[config.mk]
export PLATFORM = sky130hd
export DESIGN_NAME = pipe_mux_arb_flat
export DESIGN_NICKNAME = d
export VERILOG_FILES = /design/src/rtl/pipe_mux_arb_if.sv /design/src/rtl/pipe_mux_arb.sv /design/src/flat_wrapper.sv
export SDC_FILE = /design/constraint.sdc
export NUM_CORES = 1
export LEC_CHECK = 0
export ABC_AREA = 1
export CAP_MARGIN = 5
export CORE_AREA = 2 2 98 100
export DETAILED_ROUTE_END_ITERATION = 6
export DIE_AREA = 0 0 100 102
export MAX_ROUTING_LAYER = met4
export PLACE_DENSITY = 0.75
export SYNTH_ARGS = -nofsm -noshare
export SYNTH_HDL_FRONTEND = slang
export SYNTH_SLANG_ARGS = --single-unit
export TNS_END_PERCENT = 50
[constraint.sdc]
create_clock -name clk -period 3.7 [get_ports clk]
set_input_delay 0.37 -clock clk [delete_from_list [all_inputs] [get_ports clk]]
set_output_delay 0.37 -clock clk [all_outputs]
set_load 0.005 [all_outputs]
[src/rtl/pipe_mux_arb_if.sv]
// Purpose: bundles the channel-side and output-side handshake of pipe_mux_arb.
//   in_data   packed per-channel data, channel i at [i*WIDTH +: WIDTH]
//   in_valid  per-channel valid
//   in_ready  per-channel ready (combinational from the arbiter)
//   mode      0 = fixed select by s, 1 = round-robin
//   s         channel select used in fixed mode
//   out_data  registered selected word
//   out_valid out_data/out_ch hold an untaken word
//   out_ready downstream accept
//   out_ch    channel that supplied out_data
// slave: arbiter side, master: producer/consumer side.
interface pipe_mux_arb_if #(
    parameter int unsigned WIDTH = 32,
    parameter int unsigned SW    = 2
);
    localparam int unsigned CH = 2 ** SW;

    logic [CH*WIDTH-1:0] in_data;
    logic [CH-1:0]       in_valid;
    logic [CH-1:0]       in_ready;
    logic                mode;
    logic [SW-1:0]       s;
    logic [WIDTH-1:0]    out_data;
    logic                out_valid;
    logic                out_ready;
    logic [SW-1:0]       out_ch;

    modport slave (
        input  in_data, in_valid, mode, s, out_ready,
        output in_ready, out_data, out_valid, out_ch
    );

    modport master (
        output in_data, in_valid, mode, s, out_ready,
        input  in_ready, out_data, out_valid, out_ch
    );
endinterface

[src/rtl/pipe_mux_arb.sv]
// Purpose: N-channel to 1 mux with fixed-select or round-robin grant and a
// single registered output stage that supports full throughput.
// Ports:
//   clk   rising-edge clock
//   clrn  asynchronous active-low reset
//   bus   pipe_mux_arb_if.slave (channel inputs, readies, mode/select, output)
module pipe_mux_arb #(
    parameter int unsigned WIDTH = 32,
    parameter int unsigned SW    = 2
) (
    input  logic           clk,
    input  logic           clrn,
    pipe_mux_arb_if.slave  bus
);
    localparam int unsigned CH = 2 ** SW;

    logic [WIDTH-1:0] w_ch_data [CH];
    logic             w_grant_vld;
    logic [SW-1:0]    w_grant_idx;
    logic             w_accept;
    logic             w_xfer;
    logic [CH-1:0]    w_in_ready;

    logic [WIDTH-1:0] r_out_data;
    logic             r_out_valid;
    logic [SW-1:0]    r_out_ch;
    logic [SW-1:0]    r_ptr;

    // Unpack channel data for indexed selection.
    for (genvar g = 0; g < CH; g++) begin : g_unpack
        assign w_ch_data[g] = bus.in_data[g*WIDTH +: WIDTH];
    end

    // Grant evaluation: fixed select, or first valid channel after ptr.
    // The last candidate wraps back to ptr itself so a lone ptr channel is re-granted.
    always_comb begin
        logic [SW-1:0] cand;
        w_grant_vld = 1'b0;
        w_grant_idx = '0;
        cand        = '0;
        if (!bus.mode) begin
            w_grant_vld = bus.in_valid[bus.s];
            w_grant_idx = bus.s;
        end else begin
            for (int unsigned k = 1; k <= CH; k++) begin
                cand = r_ptr + SW'(k);
                if (!w_grant_vld && bus.in_valid[cand]) begin
                    w_grant_vld = 1'b1;
                    w_grant_idx = cand;
                end
            end
        end
    end

    // Output stage can take a word when empty or being drained this cycle.
    assign w_accept = !r_out_valid || bus.out_ready;

    // Reset term keeps every ready low while clrn is asserted.
    assign w_xfer = w_accept && w_grant_vld && clrn;

    // One-hot ready to the granted channel only.
    always_comb begin
        w_in_ready = '0;
        if (w_xfer) begin
            w_in_ready[w_grant_idx] = 1'b1;
        end
    end

    // Output register and round-robin pointer.
    always_ff @(posedge clk or negedge clrn) begin
        if (!clrn) begin
            r_out_data  <= '0;
            r_out_valid <= 1'b0;
            r_out_ch    <= '0;
            r_ptr       <= SW'(CH - 1);
        end else if (w_xfer) begin
            r_out_data  <= w_ch_data[w_grant_idx];
            r_out_valid <= 1'b1;
            r_out_ch    <= w_grant_idx;
            r_ptr       <= w_grant_idx;
        end else if (r_out_valid && bus.out_ready) begin
            r_out_valid <= 1'b0;
        end
    end

    assign bus.in_ready  = w_in_ready;
    assign bus.out_data  = r_out_data;
    assign bus.out_valid = r_out_valid;
    assign bus.out_ch    = r_out_ch;
endmodule

[src/flat_wrapper.sv]
// flat-port wrapper written by rule: the top's interface ports become plain ports
module pipe_mux_arb_flat 
#(
    parameter int unsigned WIDTH = 32,
    parameter int unsigned SW    = 2
)
  (clk, clrn, bus_in_data, bus_in_valid, bus_mode, bus_s, bus_out_ready, bus_in_ready, bus_out_data, bus_out_valid, bus_out_ch);
  pipe_mux_arb_if #(.WIDTH(WIDTH), .SW(SW)) bus_i ();
  input  logic clk;
  input  logic clrn;
  input wire logic [$bits(bus_i.in_data)-1:0] bus_in_data;
  input wire logic [$bits(bus_i.in_valid)-1:0] bus_in_valid;
  input wire logic [$bits(bus_i.mode)-1:0] bus_mode;
  input wire logic [$bits(bus_i.s)-1:0] bus_s;
  input wire logic [$bits(bus_i.out_ready)-1:0] bus_out_ready;
  output wire logic [$bits(bus_i.in_ready)-1:0] bus_in_ready;
  output wire logic [$bits(bus_i.out_data)-1:0] bus_out_data;
  output wire logic [$bits(bus_i.out_valid)-1:0] bus_out_valid;
  output wire logic [$bits(bus_i.out_ch)-1:0] bus_out_ch;
  assign bus_i.in_data = bus_in_data;
  assign bus_i.in_valid = bus_in_valid;
  assign bus_i.mode = bus_mode;
  assign bus_i.s = bus_s;
  assign bus_i.out_ready = bus_out_ready;
  assign bus_in_ready = bus_i.in_ready;
  assign bus_out_data = bus_i.out_data;
  assign bus_out_valid = bus_i.out_valid;
  assign bus_out_ch = bus_i.out_ch;
  pipe_mux_arb #(.WIDTH(WIDTH), .SW(SW)) u_core (.clk(clk), .clrn(clrn), .bus(bus_i));
endmodule
==> results by group, run 1 <==
CTS
  – Post-CTS sizing: 0
  – Cts-stage hold buffer count: 0
  – Clock-pin slew on the worst setup and hold paths: 70 ps
  – Setup repair bufs after CTS: 0
  – H-tree depth: 2
  – Number of buffers created by CTS: 5
  – Library cell used as clock root buffer: clkbuf_8
  – Clock net sink count: 37
  – Maximum clock insertion buffer count: 2
  – Clk Latency, worst-skew pair: 290 ps
  – TritonCTS clock tree: yes

Timing
  – Final-report hold violation count: 0
  – Shortest clock period the worst path allows after layout: 3212 ps
  – Worst slew slack as a fraction of its limit: 46.27%
  – Max frequency: 311.4 MHz
  – Unrepaired setup endpoints after global routing: false
  – Setup TNS after final layout: 0 ps
  – Setup violation total in the final timing report: 0
  – Final Skew: 6.825 ps
  – Crit share post-route: 86.80%
  – Slew @ Worst Pin: 805.1 ps
  – Fin. max-slew vios: 0

Final layout
  – Combined flip-flop and latch cell area: 928.4 um2
  – Commonest cells after routing, fill and taps aside: 199 x nand2_1, 175 x clkdlybuf4s50_1, 125 x inv_1, 121 x nand3_1, 35 x dfrtp_1
  – Share of layout cells above drive strength 1: 4.808%
  – Relative area change from synthesis to final layout: 56.28%
  – Cell area after layout: 5121 um2
  – Final Net Count: 865
  – Commonest non-fill, non-tap cell in the layout: nand2_1
  – Filler cell count in the final layout: 900
  – ANT cells: 0
  – Multi-input gate area: 1652 um2

Power
  – Design Power: 2.937 mW
  – Power density cells: 573.5 nW/um2
  – Leak pwr: 2.754 nW
  – VDD IR-drop max: 0.0003131 V

Detailed routing
  – Total vias in the final route: 3905
  – Count of antenna-violating nets left after detailed routing: 0
  – Drt total wl: 10490 um
  – Number of DRC violations after detailed-routing iteration 0: 133
  – Number of design rule violations left after detail routing: 0
  – Routed wire length per instance: 12.51 um
  – Via-per-instance ratio: 4.654
  – Number of optimization iterations in the first detailed-route pass: 4

Critical path
  – Crit-path slowest cell: dfstp_2
  – Worst setup path category: reg -> out
  – Cell chain of the critical path: inv_6, nand2_1, nand2_1, nand2_1, nand2_2, nor3_2, nand4_1, nand2_2, inv_1, nand2_1, nor2_1, clkdlybuf4s50_1
  – Endpoint kind of the worst setup timing path: output pin
  – Cell with the most instances on the worst path: nand2_1
  – CP required: 3330 ps
  – Maximum single-stage delay on the critical path: 670 ps
  – Biggest fanout along the worst timing path: 22
  – CP Launch Type: flip-flop
  – Arrival @ worst endpoint: 2840 ps

Synth
  – Post-Synthesis Net Count: 702
  – Syn. warnings: 0
  – Post-synthesis sequential area ratio: 28.33%
  – Synth top area share: 26.73%
  – Cells taking the most area after synthesis: dfrtp_1 27%, nand2_1 23%, nand3_1 18%
  – Cell type with the largest total area after synthesis: dfrtp_1
  – Count of state elements after synthesis: 37
  – Synthesized instance count: 564
  – Number of distinct library cells after synthesis: 27
  – Synth Cell Area: 3277 um2
  – Average cell area after synthesis: 5.810 um2

Global routing
  – Total global routing track utilization: 20.48%
  – Initial antenna violation count: 0
  – Total overflow reported by the global router: 0
  – Global-route wire length before repair: 16460 um
  – Via count of the first global-routing pass: 3708
  – Maximum number of pins on one net before global-route repair: 80

Floorplan
  – Effective utilization at floorplan: 35.98%
  – Core footprint: 9109 um2
  – FP Rows: 35
  – Overall die height: 102 um
  – I/O Pins: 177
  – Die W: 100 um
  – Die Outline Area: 10200 um2

Place
  – Total placed instance area: 5031 um2
  – HPWL after DPL: 8015 um
  – Routability-driven placement congestion ratio: 0.9084
  – IO Port Bufs: 176

Hold path
  – Classification of the worst-slack hold path: in -> async

Run status
  – Result of the run: finished clean

Job
  – Number of max-capacitance violations reported: 0
-- Yosys cell counts --
cell / instances
clkbuf_1: 3
buf_2: 10
a21oi_2: 1
nand2_1: 200
or2_0: 15
nand4_1: 1
nor2_4: 1
o21ai_0: 4
inv_6: 1
nor3_1: 2
inv_4: 1
a211oi_1: 1
a21oi_1: 5
inv_1: 125
buf_6: 8
nand2_4: 2
nor2_1: 6
nand2_2: 6
o21ai_1: 1
clkinv_1: 1
dfstp_2: 2
nor3_2: 1
buf_4: 7
dfrtp_1: 35
nand3_1: 121
inv_2: 2
nor2_2: 2
-- flip-flops by register name, summed over array words and instances, names as in the netlist --
signal	flops
u_core.bus.out_ch	2
u_core.bus.out_valid	1
u_core.bus.out_data	32
u_core.r_ptr	2
-- per-layer routing --
layer	global-route usage, %	vias up	routed length, um
li1	-	2001	-
met3	4.856	13	843
met1	22.85	1729	4349
met2	36.54	162	5148
met5	-	-	0
met4	6.112	0	152
-- cell families (layout without fill, tap and decap cells) --
kind of cell | count (synthesis) | in the layout | synth area share (%)
flip-flops | 37 | 37 | 28.33
buffers and inverters | 158 | 322 | 21.34
AO/OA/AOI/OAI | 12 | 12 | 2.024
AND/OR/NAND/NOR | 357 | 357 | 48.30
-- through the flow --
| step | util (%) | instances | hold slack (ps) | setup WS [ps] |
|---|---|---|---|---|
| detailed placement | 55.23 | 831 | 468.0 | 575.5 |
| floorplan | - | 564 | 74.41 | 1485 |
| finish | 56.22 | 839 | 209.4 | 488.3 |
| global placement | 55.23 | 831 | 463.9 | 648.8 |
| global route | 56.22 | 839 | 235.7 | 294.6 |
| CTS | 56.22 | 839 | 222.2 | 500.0 |
-- worst max-delay path, delay by kind of cell (launching register included) --
| kind | cells | cell delay, ps |
|---|---|---|
| flops | 1 | 670 |
| simple gates | 9 | 1240 |
| buf+inv | 3 | 630 |
-- final cells by class --
class | count | share of cell area (%)
Clock buffer | 8 | 1.759
Timing Repair Buffer | 184 | 35.48
Tap cell | 111 | 2.712
Sequential cell | 37 | 18.13
Multi-Input combinational cell | 369 | 32.25
Inverter | 130 | 9.675
-- power by group --
part / internal [mW] / switching (mW) / leakage, nW
registers: 0.606 / 0.129 / 0.451
logic: 0.867 / 1.05 / 2.26
clock network: 0.152 / 0.135 / 0.0455
total: 1.62 / 1.31 / 2.75
-- path summary, 6_finish.rpt --
kind | slack, ps | start | cells after the start | end
worst min register to register | 480 | u_core.bus.out_data[24]$_DFFE_PN0P_ | 2 | u_core.bus.out_data[24]$_DFFE_PN0P_
worst max-delay path | 490 | u_core.r_ptr[0]$_DFFE_PN1P_ | 12 | bus_in_ready[3]
max in group asynchronous | 3140 | clrn | 2 | u_core.r_ptr[0]$_DFFE_PN1P_
min in group clk | 480 | u_core.bus.out_data[24]$_DFFE_PN0P_ | 2 | u_core.bus.out_data[24]$_DFFE_PN0P_
worst max register to register | 810 | u_core.r_ptr[0]$_DFFE_PN1P_ | 13 | u_core.bus.out_data[7]$_DFFE_PN0P_
worst min-delay path | 210 | clrn | 2 | u_core.bus.out_valid$_DFFE_PN0P_
(Power assumes the default switching activity.)
==> run 2: changes to the inputs <==
--- a/config.mk
+++ b/config.mk
@@ -11,7 +11,7 @@
 export DETAILED_ROUTE_END_ITERATION = 6
 export DIE_AREA = 0 0 100 102
 export MAX_ROUTING_LAYER = met4
-export PLACE_DENSITY = 0.75
+export PLACE_DENSITY = 0.71
 export SYNTH_ARGS = -nofsm -noshare
 export SYNTH_HDL_FRONTEND = slang
 export SYNTH_SLANG_ARGS = --single-unit
==> constraint.sdc (replaced) <==
create_clock -name clk -period 3.7 [get_ports clk]
set_input_delay 0.74 -clock clk [delete_from_list [all_inputs] [get_ports clk]]
set_output_delay 0.74 -clock clk [all_outputs]
set_load 0.005 [all_outputs]
==> run 2 against run 1 <==
Against the previous run: sequential share of layout area shrank 0.23 points; routed wire length shrank 2.2%; clock power grew 8.4%; critical path type is now in -> out; highest routed layer unchanged.
==> results by group, run 2 (synthesis gave the netlist of run 1 again) <==
Run status
  – Result of the run: finished clean

CTS
  – Setup repair bufs after CTS: 0
  – TritonCTS clock tree: yes
  – Clock-pin slew on the worst setup and hold paths: 60 ps
  – Clock net sink count: 37
  – Post-CTS sizing: 0
  – Clk Latency, worst-skew pair: 290 ps
  – Library cell used as clock root buffer: clkbuf_8
  – Cts-stage hold buffer count: 0
  – Maximum clock insertion buffer count: 2
  – Number of buffers created by CTS: 5
  – H-tree depth: 2

Timing
  – Slew @ Worst Pin: 723.6 ps
  – Final-report hold violation count: 0
  – Unrepaired setup endpoints after global routing: true
  – Setup violation total in the final timing report: 0
  – Crit share post-route: 96.22%
  – Max frequency: 280.9 MHz
  – Worst slew slack as a fraction of its limit: 51.71%
  – Final Skew: 8.368 ps
  – Shortest clock period the worst path allows after layout: 3560 ps
  – Fin. max-slew vios: 0

Place
  – HPWL after DPL: 7920 um
  – IO Port Bufs: 176
  – Routability-driven placement congestion ratio: 0.9460
  – Placed insts: 835

Final layout
  – Multi-input gate area: 1668 um2
  – Final Net Count: 869
  – Relative area change from synthesis to final layout: 58.27%
  – Combined flip-flop and latch cell area: 928.4 um2
  – Filler cell count in the final layout: 884
  – Number of flip-flops under the largest register name: 32
  – Post-route insts no fill: 843
  – Commonest non-fill, non-tap cell in the layout: nand2_1
  – Final cell utilization of the core: 56.94%
  – Share of layout cells above drive strength 1: 5.874%
  – Commonest cells after routing, fill and taps aside: 199 x nand2_1, 172 x clkdlybuf4s50_1, 125 x inv_1, 121 x nand3_1, 35 x dfrtp_1
  – ANT cells: 0

Detailed routing
  – Via-per-instance ratio: 4.585
  – Total vias in the final route: 3865
  – Drt total wl: 10270 um
  – Routed wire length per instance: 12.18 um
  – Number of DRC violations after detailed-routing iteration 0: 207
  – Number of design rule violations left after detail routing: 0
  – Number of optimization iterations in the first detailed-route pass: 6
  – Count of antenna-violating nets left after detailed routing: 0

Global routing
  – Via count of the first global-routing pass: 3626
  – Total global routing track utilization: 20.67%
  – Global-route wire length before repair: 16700 um
  – Total overflow reported by the global router: 0
  – Initial antenna violation count: 0
  – Maximum number of pins on one net before global-route repair: 80

Critical path
  – Worst setup path category: in -> out
  – CP Launch Type: primary input
  – Cell with the most instances on the worst path: clkdlybuf4s50_1
  – Flop-to-flop setup slack: 1050 ps
  – CP required: 2960 ps
  – Arrival @ worst endpoint: 2820 ps
  – Cell chain of the critical path: clkdlybuf4s50_1, inv_1, o21ai_0, a21oi_1, a211oi_1, nand2_2, nor3_2, clkdlybuf4s50_1
  – Endpoint kind of the worst setup timing path: output pin
  – Biggest fanout along the worst timing path: 6
  – Crit-path slowest cell: clkdlybuf4s50_1
  – Maximum single-stage delay on the critical path: 540 ps

Floorplan
  – Overall die height: 102 um
  – I/O Pins: 177
  – FP Rows: 35
  – Core footprint: 9109 um2
  – Die Outline Area: 10200 um2
  – Effective utilization at floorplan: 35.98%
  – Die W: 100 um

Power
  – Design Power: 2.972 mW
  – Power density cells: 573.0 nW/um2
  – VDD IR-drop max: 0.0003355 V
  – Leak pwr: 2.838 nW

Job
  – Number of max-capacitance violations reported: 0

Hold path
  – Classification of the worst-slack hold path: reg -> reg
## run 2: changes by cell type in the layout (fill, tap and decap cells not counted), sizes merged
cell and delta:
clkbuf -1, dlymetal6s2s +3, buf +4, clkinv +1
clkdlybuf4s50 -3
## run 2: report_power, final
| part | internal (mW) | switching, mW |
|---|---|---|
| sequential | 0.606 | 0.134 |
| clock | 0.168 | 0.143 |
| combinational | 0.884 | 1.04 |
## run 2: final timing paths
| kind | start | to | depth (start not counted) |
|---|---|---|---|
| hold / removal | u_core.bus.out_data[17]$_DFFE_PN0P_ | u_core.bus.out_data[17]$_DFFE_PN0P_ | 2 |
| setup / recovery | bus_s[0] | bus_in_ready[0] | 8 |
| hold reg to reg | u_core.bus.out_data[17]$_DFFE_PN0P_ | u_core.bus.out_data[17]$_DFFE_PN0P_ | 2 |
| max in group asynchronous | clrn | u_core.r_ptr[0]$_DFFE_PN1P_ | 2 |
| min in group asynchronous | clrn | u_core.bus.out_data[22]$_DFFE_PN0P_ | 2 |
| setup reg to reg | u_core.r_ptr[0]$_DFFE_PN1P_ | u_core.bus.out_data[6]$_DFFE_PN0P_ | 16 |
## run 2: cell type report
type / count / share of cell area, %
sequential: 37 / 17.90
tap: 111 / 2.678
clock inverter: 1 / 0.09650
timing repair buffer: 188 / 35.75
clock buffer: 7 / 1.858
inverter: 130 / 9.554
multi-input combinational: 369 / 32.16
## run 2: metal layers
layer	track usage [%]	part of all wire, %	wire (um)	vias to the layer above
met3	5.472	9.3	953	20
li1	-	-	-	2014
met4	6.322	2.2	230	0
met2	35.50	46	4733	168
met1	23.76	42	4349	1663
met5	-	0	0	-
## run 2: worst max-delay path, delay by kind of cell
family / cells / cell delay [ps]
AOI/OAI and AO/OA: 3 / 510
and+or+nand+nor: 2 / 460
buffers and inverters: 3 / 1110
## run 2: stage by stage
stage / setup TNS [ps] / hold slack (ps) / setup slack, ps / cell area [um2]
after floorplan: 0 / 444.4 / 976.9 / 3277
after global placement: 0 / 461.0 / 79.01 / 5061
after detailed placement: 0 / 463.6 / 7.115 / 5061
after CTS: 0 / 482.0 / 5.607 / 5162
after global routing: -32.01 / 496.0 / -32.01 / 5186
final: 0 / 478.2 / 140.0 / 5186
